File: src/rtl/mult_prec_pkg.sv
// Shared definitions for the precision-configurable multiplier: mode encodings
// and lane-count helpers.
package mult_prec_pkg;

   typedef enum logic [1:0] {
      PREC_4B     = 2'b00,
      PREC_8B     = 2'b01,
      PREC_FULL   = 2'b10,
      PREC_FULL_X = 2'b11
   } prec_e;

   function automatic int lanes4(input int w);
      return w / 4;
   endfunction

   function automatic int lanes8(input int w);
      return w / 8;
   endfunction

endpackage

File: src/rtl/mult_lane_pp.sv
// Radix-4 Booth partial-product rows for one W x W operand pair, with rows
// confined to their lane (operand sign-extended, result field masked) in SIMD modes.
module mult_lane_pp
   import mult_prec_pkg::*;
#(
   parameter int W = 12
) (
   input  logic [W-1:0]             a_i,
   input  logic [W-1:0]             b_i,
   input  prec_e                    mode_i,
   output logic [W/2-1:0][2*W-1:0]  pp_o
);

   localparam int PW = 2 * W;
   localparam int NR = W / 2;
   localparam int N8 = lanes8(W);

   logic [W:0] bx;
   assign bx = {b_i, 1'b0};

   // Booth digit from {b[2r+1], b[2r], b[2r-1]} applied to a sign-extended multiplicand
   function automatic logic [PW-1:0] booth_row(input logic [2:0] sel, input logic [PW-1:0] a);
      logic [PW-1:0] mag;
      unique case (sel)
         3'b001, 3'b010, 3'b101, 3'b110: mag = a;
         3'b011, 3'b100:                 mag = a << 1;
         default:                        mag = '0;
      endcase
      return sel[2] ? -mag : mag;
   endfunction

   for (genvar r = 0; r < NR; r++) begin : g_row
      localparam int L4 = r / 2;
      localparam int S4 = 2 * r - 4 * L4;
      localparam int L8 = r / 4;
      localparam int S8 = 2 * r - 8 * L8;

      logic [2:0]    sel_full, sel4, sel8;
      logic [PW-1:0] row_full, row4, row8;

      // The digit's low bit is forced to 0 at a lane boundary so lanes stay independent
      assign sel_full = bx[2*r+2 -: 3];
      assign sel4     = {bx[2*r+2 -: 2], (S4 == 0) ? 1'b0 : bx[2*r]};
      assign sel8     = {bx[2*r+2 -: 2], (S8 == 0) ? 1'b0 : bx[2*r]};

      assign row_full = booth_row(sel_full, {{W{a_i[W-1]}}, a_i}) << (2 * r);

      assign row4 = ((booth_row(sel4, {{(PW-4){a_i[4*L4+3]}}, a_i[4*L4 +: 4]}) << S4)
                     & {{(PW-8){1'b0}}, 8'hFF}) << (8 * L4);

      if (L8 < N8) begin : g_l8
         assign row8 = ((booth_row(sel8, {{(PW-8){a_i[8*L8+7]}}, a_i[8*L8 +: 8]}) << S8)
                        & {{(PW-16){1'b0}}, 16'hFFFF}) << (16 * L8);
      end else begin : g_z8
         assign row8 = '0;
      end

      assign pp_o[r] = (mode_i == PREC_4B) ? row4 :
                       (mode_i == PREC_8B) ? row8 : row_full;
   end

endmodule

File: src/rtl/mult_prec_pipe.sv
// Two-stage pipelined signed multiplier with 4/8-bit SIMD lanes, valid/ready
// handshake with full backpressure and a sideband tag.
module mult_prec_pipe
   import mult_prec_pkg::*;
#(
   parameter int W     = 12,
   parameter int TAG_W = 4
) (
   input  logic               i_clk,
   input  logic               i_rst_n,
   input  logic               i_valid,
   output logic               o_ready,
   input  logic [1:0]         i_Numerical_Precision,
   input  logic [TAG_W-1:0]   i_tag,
   input  logic [W-1:0]       A_NUM,
   input  logic [W-1:0]       B_NUM,
   output logic               o_valid,
   input  logic               i_ready,
   output logic [2*W-1:0]     C_NUM,
   output logic [TAG_W-1:0]   o_tag
);

   localparam int PW  = 2 * W;
   localparam int NR  = W / 2;
   localparam int NCH = PW / 8;

   prec_e                   mode_in;
   logic [NR-1:0][PW-1:0]   pp_in;

   logic                    vld_p1_q, vld_p1_d;
   logic [NR-1:0][PW-1:0]   pp_p1_q;
   prec_e                   mode_p1_q;
   logic [TAG_W-1:0]        tag_p1_q;

   logic                    vld_p2_q, vld_p2_d;
   logic [PW-1:0]           c_p2_q, c_p2_d;
   logic [TAG_W-1:0]        tag_p2_q;

   logic                    adv, accept;

   assign mode_in = prec_e'(i_Numerical_Precision);

   mult_lane_pp #(.W(W)) u_pp (
      .a_i    (A_NUM),
      .b_i    (B_NUM),
      .mode_i (mode_in),
      .pp_o   (pp_in)
   );

   // Byte-chunked adder whose inter-chunk carries are cut at the active lane boundaries
   function automatic logic [PW-1:0] seg_add(input logic [PW-1:0] a, input logic [PW-1:0] b,
                                             input prec_e m);
      logic [PW-1:0] s;
      logic          cy;
      logic [8:0]    t;
      s  = '0;
      cy = 1'b0;
      for (int c = 0; c < NCH; c++) begin
         if (c != 0 && (m == PREC_4B || (m == PREC_8B && (c % 2) == 0))) cy = 1'b0;
         t  = {1'b0, a[8*c +: 8]} + {1'b0, b[8*c +: 8]} + {8'b0, cy};
         s[8*c +: 8] = t[7:0];
         cy = t[8];
      end
      return s;
   endfunction

   assign adv     = !vld_p2_q || i_ready;
   assign o_ready = !vld_p1_q || adv;
   assign accept  = i_valid && o_ready;

   always_comb begin
      vld_p1_d = vld_p1_q;
      if (accept)   vld_p1_d = 1'b1;
      else if (adv) vld_p1_d = 1'b0;
      vld_p2_d = adv ? vld_p1_q : vld_p2_q;
   end

   always_comb begin
      c_p2_d = '0;
      for (int r = 0; r < NR; r++) c_p2_d = seg_add(c_p2_d, pp_p1_q[r], mode_p1_q);
   end

   // s1: partial products, mode and tag
   always_ff @(posedge i_clk) begin
      if (accept) begin
         pp_p1_q   <= pp_in;
         mode_p1_q <= mode_in;
         tag_p1_q  <= i_tag;
      end
   end

   // s2: reduced, lane-formatted result
   always_ff @(posedge i_clk or negedge i_rst_n) begin
      if (!i_rst_n) begin
         vld_p1_q <= 1'b0;
         vld_p2_q <= 1'b0;
         c_p2_q   <= '0;
         tag_p2_q <= '0;
      end else begin
         vld_p1_q <= vld_p1_d;
         vld_p2_q <= vld_p2_d;
         if (adv && vld_p1_q) begin
            c_p2_q   <= c_p2_d;
            tag_p2_q <= tag_p1_q;
         end
      end
   end

   assign o_valid = vld_p2_q;
   assign C_NUM   = c_p2_q;
   assign o_tag   = tag_p2_q;

endmodule

File: config.mk
export PLATFORM = sky130hd
export DESIGN_NAME = mult_prec_pipe
export DESIGN_NICKNAME = d
export VERILOG_FILES = /design/src/rtl/mult_prec_pkg.sv /design/src/rtl/mult_lane_pp.sv /design/src/rtl/mult_prec_pipe.sv
export SDC_FILE = /design/constraint.sdc
export NUM_CORES = 1
export LEC_CHECK = 0
export ABC_AREA = 1
export CAP_MARGIN = 0
export CORE_ASPECT_RATIO = 2
export CORE_UTILIZATION = 65
export DETAILED_ROUTE_END_ITERATION = 8
export GPL_TIMING_DRIVEN = 0
export PLACE_DENSITY = 0.85
export RECOVER_POWER = 25
export SLEW_MARGIN = 20
export SYNTH_ARGS = -nofsm -noshare
export SYNTH_HDL_FRONTEND = slang
export SYNTH_SLANG_ARGS = --single-unit
export TNS_END_PERCENT = 1
File: constraint.sdc
create_clock -name i_clk -period 14.6 [get_ports i_clk]
set_clock_uncertainty 0.15 [all_clocks]
set_input_delay 2.19 -clock i_clk [delete_from_list [all_inputs] [get_ports i_clk]]
set_output_delay 2.19 -clock i_clk [all_outputs]
set_load 0.02 [all_outputs]
---- Word level (Yosys, flattened, before mapping) ----
Index checks and enable logic that the tools add are counted.
Widths: inputs -> output; s select.
word-level totals
  bits of input ports ..................... 34
  bits in registers ....................... 180
  logic and storage cells ................. 186
  output and inout port bits .............. 30
cells by class
  muxes and demuxes ....................... 56
  reductions and logical operators ........ 24
  equal/unequal tests ..................... 41
  add/sub/neg operators ................... 41
operators by type and width
  operator            number
  $mux 16             8
  $mux 24             5
  $add 8x8->9         10
  $pmux 16 s2         2
  $pmux 14 s2         2
  $pmux 24 s2         1
  $pmux 8 s2          3
  $add 9x1->9         5
  $eq 3x3->1 const B  15
  $pmux 22 s2         1
  $add 8x1->8         5
  $add 8x8->8         5
  $mux 8              5
  $pmux 20 s2         1
  $pmux 18 s2         1
  $pmux 6 s2          3
  $neg 16->16         2
  $eq 3x2->1 const B  10
  $mux 14             2
  $neg 14->14         2
  $neg 24->24         1
  $neg 8->8           3
  $pmux 12 s2         1
  $mux 22             1
  other kinds (23)    68

---- Logic depth before layout (Yosys ltp) ----
Gate-level depths: netlist (run 1).
  word-level depth ........................ 13
  gate-level depth with buffers ........... 51
  depth with buffers taken out ............ 51

---- Cells and area by module ----
Synthesis (run 1) repeated with hierarchy kept, for this count alone.
second synthesis, totals
  cells, all modules ...................... 1840
  area, all modules ....................... 14814.2 sq um
modules (own cells, without submodules)
  module          area an instance (sq um)  seq. area each (sq um)  instances  cells an instance
  mult_prec_pipe  10080.9                   5255.0                  1          893
  mult_lane_pp    4733.3                    0.0                     1          947

---- Worst setup path before layout (run 1) ----
Ideal clock, no wire load.
  path type ............................... reg2reg
  start ................................... reg pp_p1_q[2] in the netlist's numbering
  end ..................................... reg c_p2_q[22], in the netlist C_NUM[22]
  arrival ................................. 7.648 ns
  setup slack ............................. 6.684 ns
  library setup time ...................... 0.118 ns
  required time ........................... 14.332 ns
  stages on the path, launching flop included .. 42
  path buffers ............................ 0
  period minus slack after synthesis ...... 7.916 ns
  cell sequence ........................... edfxtp_1 > ha_1 > inv_1 > fa_1 > o21ai_0 > xnor2_1 > inv_1 > ha_1 > nand2_1 > a21boi_0 > o22ai_1 > fa_1 > inv_1 > fa_1 > fa_1 > xor2_1 > ha_1 > a21oi_1 > [... 6 more ...] > nor2_1 > inv_1 > a21oi_1 > nor2_1 > nor2_1 > fa_1 > inv_1 > fa_1 > fa_1 > inv_1 > fa_1 > nand3_1 > nand3_1 > a21oi_1 > o21bai_1 > or2_2 > nand3_1 > nand2_1
between the ends
  cells in the longest elaborated chain, start to end .. 13
  elaborated cells between the ends (all ways) .. 33
  those cells by class .................... add/sub (23); mux (10)
RTL lines
  what                                        line                                        source
  start, declared                             mult_prec_pipe.sv:31                        logic [NR-1:0][PW-1:0] pp_p1_q;
  start signal, assigned                      mult_prec_pipe.sv:86                        pp_p1_q <= pp_in;
  $add 8x8->9 *                               mult_prec_pipe.sv:60                        t = {1'b0, a[8*c +: 8]} + {1'b0, b[8*c +: 8]} + {8'b0, cy};
  $mux 1                                      mult_prec_pipe.sv:59                        if (c != 0 && (m == PREC_4B || (m == PREC_8B && (c % 2) == 0))) cy = 1'b0;
  $add 9x1->9                                 mult_prec_pipe.sv:60
  $add 8x8->9 or $mux 1 (tied branches)       mult_prec_pipe.sv:60, mult_prec_pipe.sv:59
  $add 9x1->9 or $add 8x1->8 (tied branches)  mult_prec_pipe.sv:60
  $add 8x8->9 (tied with other cells)         mult_prec_pipe.sv:60
  $add 9x1->9 or $add 8x1->8 (tied branches)  mult_prec_pipe.sv:60
  $add 8x8->9 (tied with other cells)         mult_prec_pipe.sv:60
  $add 9x1->9 or $add 8x1->8 (tied branches)  mult_prec_pipe.sv:60
  $add 8x8->9 (tied with other cells)         mult_prec_pipe.sv:60
  $add 9x1->9 or $add 8x1->8 (tied branches)  mult_prec_pipe.sv:60
  $mux 1 or $add 8x8->8 (tied branches)       mult_prec_pipe.sv:59, mult_prec_pipe.sv:60
  $add 8x1->8 *                               mult_prec_pipe.sv:60
  end signal, assigned                        mult_prec_pipe.sv:103                       c_p2_q <= c_p2_d;
  end, declared                               mult_prec_pipe.sv:36                        logic [PW-1:0] c_p2_q, c_p2_d;
Mark *: on every way between the ends. The rest lies on a longest branch, timed or not.
A chain may end at the register's enable or synchronous reset.

---- Worst setup path in the final report (run 1) ----
Ends and elaborated chain as after synthesis.

==> results.cfg, run 1 <==
[sta]
whs_ns = 0.304
fmaxAchievable_mhz = 104
final_hold_viol_count = 0
tightest_slew_ns = 2.13
setup_tns_ns = 0
rsz0062_at_grt = no
min_period_ns = 9.61
relSlewSlack_pct = -42.8
finalSetupViolCount = 0
drv_slew = 79
period_share_pct = 65.8

[logic_synthesis]
netlist_area_um2 = 12200
synth.avg_cell_area_um2 = 7.79
ys_warn_count = 0
syn_nets = 1706
yosysSeqAreaShare_pct = 35.7
synthMuxAreaShare_pct = 0
ys_types = 47
async_flop_share_pct = 20.0
synthCells = 1565
synthSimpleGateAreaFrac_pct = 25.1
synthXorXnorAreaFrac_pct = 4.16
synth_top_family_by_area = simple AND/OR/NAND/NOR gates
synth_seq_cells = 150
synthAdderAreaFrac_pct = 13.5
synthFlopType = edfxtp_1
synth_edf_count = 120
synth_compound_area_share_pct = 12.9

[place]
dpl.cell_count = 1835
portBuffers = 53
placed_cell_area_um2 = 13000
dp_hpwl_mm = 30.6
place.gp.congestion = 1.04

[cells_and_area]
final_common_cell = nand2_1
final_cell_mix = nand2_1, inv_1, nor2_1, nand3_1, edfxtp_1
final_cell_area_um2 = 13600
final_nets = 1779
drive_above_1_share_pct = 8.48
final_cells = 1867
fillers = 1439
area_growth_pct = 11.4
diodes = 0

[worst_setup_path]
end_kind = flop
cp-start-kind = flop
cp_slowest_cell = fa_1
path_max_fanout = 4
slowest_delay_ns = 0.55
crit_arrival_ns = 9.79
crit_required_ns = 14.78
startpoint = pp_p1_q[2]
crit_top_cell = inv_1
crit_type = flop to flop
regToRegStartpoint = pp_p1_q[2]

[clock_tree]
cts_tree = yes
numCtsBuffers = 17
post_cts_resized = 0
path_clk_slew_ns = 0.07
cts.hold.buffers_added = 0
numClockSinks = 150
post_cts_buffers = 0
clockBufferDepth = 2
cts_max_level = 4
cts-root-buf = clkbuf_16
clk_latency_ns = 0.44

[job]
maxCapViolCount = 2

[global_route]
grt_pass1_wl_mm = 59.4
antenna_found_initial = 0
grt_max_degree = 74
first_global_vias = 11474
grt_use_total_pct = 41.9
grt-ovfl-total = 0

[die]
core_area_um2 = 18300
chipWidth_um = 98.9
num_rows = 70
die_y_um = 196
start_util_pct = 66.6
fp.dieArea_um2 = 19300
ioPinCount = 64

[run_status]
status = finished with violations
violations = max-capacitance violations, max-slew violations

[detailed_routing]
wl_mm = 39.4
dr.first_iter.drc_count = 737
vias = 11401
drc = 0
ant_nets = 0
drt-wirelength-per-cell_um = 21.1
first_pass_iters = 6
routed_via_density = 6.11

[pwr]
irDropWorstVdd_mv = 0.140
power.leakage_uw = 0.00640
power_density_nw_per_um2 = 204

[min_path]
hold_start = tag_p1_q[1]
hold_class = flop to flop
[final timing paths]
check / endpoint / slack [ns] / cells past startpoint
worst min-delay path: o_tag[1] / 0.30 / 2
worst min register to register: o_tag[1] / 0.30 / 2
worst max-delay path: C_NUM[22] / 4.99 / 45
worst max register to register: C_NUM[22] / 4.99 / 45
min in group asynchronous: o_tag[2] / 2.01 / 1
max in group asynchronous: vld_p1_q / 11.34 / 1
[stage by stage]
step	util [%]	setup slack, ns	total power, µW
floorplan	-	6.68	1810
global placement	71.0	5.51	2190
detailed placement	71.1	5.30	2280
CTS	74.3	5.20	2760
global route	74.2	4.61	2980
finish	74.2	4.99	2780
[cells in the mapped netlist, types with 30 or more instances]
library cell / instances / area, µm²
ha_1: 66 / 826
edfxtp_1: 120 / 3600
nand2_1: 402 / 1510
dfrtp_1: 30 / 751
nor2_1: 129 / 484
nand3_1: 123 / 616
a21oi_1: 98 / 490
o21ai_0: 77 / 385
o21ai_1: 35 / 175
fa_1: 41 / 821
inv_1: 193 / 724
[layout make-up]
type | count | area, µm² | area share [%]
buffer | 47 | 246 | 1.81
clock buffer | 18 | 429 | 3.16
sequential | 150 | 4350 | 32.0
clock inverter | 14 | 143 | 1.05
timing repair buffer | 54 | 552 | 4.06
tap | 216 | 270 | 1.99
inverter | 214 | 810 | 5.96
multi-input combinational | 1154 | 6790 | 49.9
[layer usage]
layer | routed length [µm] | vias to the layer above | track usage (%)
met5 | 0 | - | 0
met4 | 5000 | 0 | 45.8
met3 | 2690 | 252 | 6.80
met2 | 20000 | 624 | 75.3
met1 | 11700 | 5243 | 36.8
li1 | - | 5282 | -
[kinds of logic (layout without fill, tap and decap cells)]
group | Yosys count | in the layout
DFF | 150 | 150
AOI/OAI and AO/OA | 273 | 273
and+or+nand+nor | 717 | 717
adders and majority gates | 107 | 107
xor gates and xnor gates | 57 | 57
buffers and inverters | 261 | 347
[power breakdown]
part	leakage (µW)	internal (µW)	switching, µW	total, µW
clock	0.000271	240	200	440
combinational	0.00458	680	1070	1750
sequential	0.00156	552	35.8	588
[registers in the layout, indices dropped and copies added, names as in the netlist]
signal,count
pp_p1_q,114
C_NUM,24
o_tag,4
tag_p1_q,4
mode_p1_q,2
o_valid,1
vld_p1_q,1
[critical path: cells and delay by family (launching register included)]
family,cells,cell delay [ns]
AND/OR/NAND/NOR,12,1.49
adder cells (fa/ha/maj),12,4.50
AO/OA/AOI/OAI,9,1.48
buffers and inverters,9,0.72
flip-flops,1,0.33
XOR/XNOR,3,0.81
Power figures use the tool's default switching activity.
==> run 2: changes to the inputs <==
CORE_UTILIZATION = 62   (was 65)
PLACE_DENSITY = 0.82   (was 0.85)
clock period = 9.94 ns   (was 14.6 ns; I/O delays follow)
==> results.cfg, run 2 (synthesis results as in run 1) <==
[clock_tree]
cts.hold.buffers_added = 0
cts_max_level = 4
post_cts_buffers = 0
cts-root-buf = clkbuf_16
numCtsBuffers = 17
numClockSinks = 150
clockBufferDepth = 2
cts_tree = yes
post_cts_resized = 0
clk_latency_ns = 0.45
path_clk_slew_ns = 0.07

[global_route]
first_global_vias = 11648
grt_max_degree = 62
antenna_found_initial = 1
grt_pass1_wl_mm = 63.4
grt-ovfl-total = 0
grt_use_total_pct = 43.4

[worst_setup_path]
cp_slowest_cell = fa_1
regToRegStartpoint = pp_p1_q[2]
reg2reg_slack_ns = 0.76
crit_top_cell = fa_1
path_max_fanout = 4
end_kind = flop
crit_arrival_ns = 9.37
crit_type = flop to flop
crit_required_ns = 10.13
ff2ff_path_depth = 43
critPathTopFamily = adder cells
cp_num_buf_inv = 7
slowest_delay_ns = 0.56
r2r-end = C_NUM[22]
cp-start-kind = flop

[run_status]
violations = max-capacitance violations, max-slew violations
status = finished with violations

[die]
ioPinCount = 64
die_y_um = 200
fp.dieArea_um2 = 20300
core_area_um2 = 19300
num_rows = 72
start_util_pct = 63.3
chipWidth_um = 101

[sta]
finalSetupViolCount = 0
drv_slew = 92
setup_slack_ns = 0.756
tightest_slew_ns = 2.72
fmaxAchievable_mhz = 109
rsz0062_at_grt = no
period_share_pct = 92.4
setup_tns_ns = 0
final_hold_viol_count = 0
relSlewSlack_pct = -82.3
min_period_ns = 9.18

[min_path]
hold_start = tag_p1_q[2]
min_path_cells = 2
min_to = o_tag[2]
hold_class = flop to flop

[detailed_routing]
routed_via_density = 5.98
drc = 0
first_pass_iters = 8
ant_nets = 0
wl_mm = 41.3
drt-wirelength-per-cell_um = 21.6
vias = 11433
dr.first_iter.drc_count = 820

[cells_and_area]
drive_above_1_share_pct = 8.60
seq_area_um2 = 4350
final_cell_mix = nand2_1, inv_1, nor2_1, nand3_1, edfxtp_1
final_nets = 1779
area_growth_pct = 12.2
largest_register_ffs = 114
fillers = 1595
largest-register = pp_p1_q
multi_input_area_um2 = 6790
final_common_cell = nand2_1

[place]
pre_cts_ws_ns = 1.20
portBuffers = 53
dp_hpwl_mm = 31.5
place.gp.congestion = 1.05

[pwr]
power_density_nw_per_um2 = 297
power.total_uw = 4070
power.leakage_uw = 0.00642
irDropWorstVdd_mv = 0.215

[job]
maxCapViolCount = 2
[run 2: how the worst max path moves through the flow]
stage	slack, ns	startpoint	to	cells after the start
finish	0.76	pp_p1_q[2]	C_NUM[22]	43
global route	0.35	pp_p1_q[2]	C_NUM[22]	43
floorplan	2.02	pp_p1_q[2]	C_NUM[22]	41
global placement	1.46	pp_p1_q[2]	C_NUM[22]	41
CTS	0.91	pp_p1_q[2]	C_NUM[22]	43
detailed placement	1.20	pp_p1_q[2]	C_NUM[22]	45
[run 2: through the flow]
stage | std cells | hold slack, ns | cell area (µm²) | utilization, %
5_1_grt | 1910 | 0.321 | 13700 | 71.0
6_report | 1911 | 0.297 | 13700 | 71.0
4_1_cts | 1910 | 0.300 | 13700 | 71.0
3_3_place_gp | 1877 | 0.273 | 13100 | 67.7
3_5_place_dp | 1878 | 0.285 | 13100 | 67.8
2_1_floorplan | 1565 | 0.268 | 12200 | -
[run 2: metal layers]
layer | global-route usage [%] | vias up | part of all wire [%]
met1 | 39.0 | 5285 | 31
met5 | 0.769 | - | 0
met2 | 72.8 | 578 | 50
li1 | - | 5296 | -
met3 | 12.4 | 274 | 6.5
met4 | 45.2 | 0 | 13
[run 2: final cells by class]
| class | instances | area share [%] |
|---|---|---|
| multi-input cells | 1154 | 49.6 |
| clock buffers | 17 | 3.11 |
| diodes | 1 | 0.0183 |
| clock inverters | 15 | 1.33 |
| flip-flops and latches | 150 | 31.8 |
| plain buffers | 47 | 1.80 |
| well taps | 259 | 2.37 |
| repair buffers | 54 | 4.03 |
| inverters | 214 | 5.92 |
[run 2: worst reg2reg max path, delay by kind of cell (launching register included)]
family | cells | cell delay, ns
fa+ha+maj | 12 | 4.67
buf+inv | 7 | 0.47
simple gates | 12 | 1.23
flops | 1 | 0.33
compound gates | 9 | 1.66
xor+xnor | 3 | 0.60
[run 2: report_power, final]
group / internal, µW / switching (µW)
combinational: 994 / 1540
clock: 360 / 310
sequential: 812 / 55.0
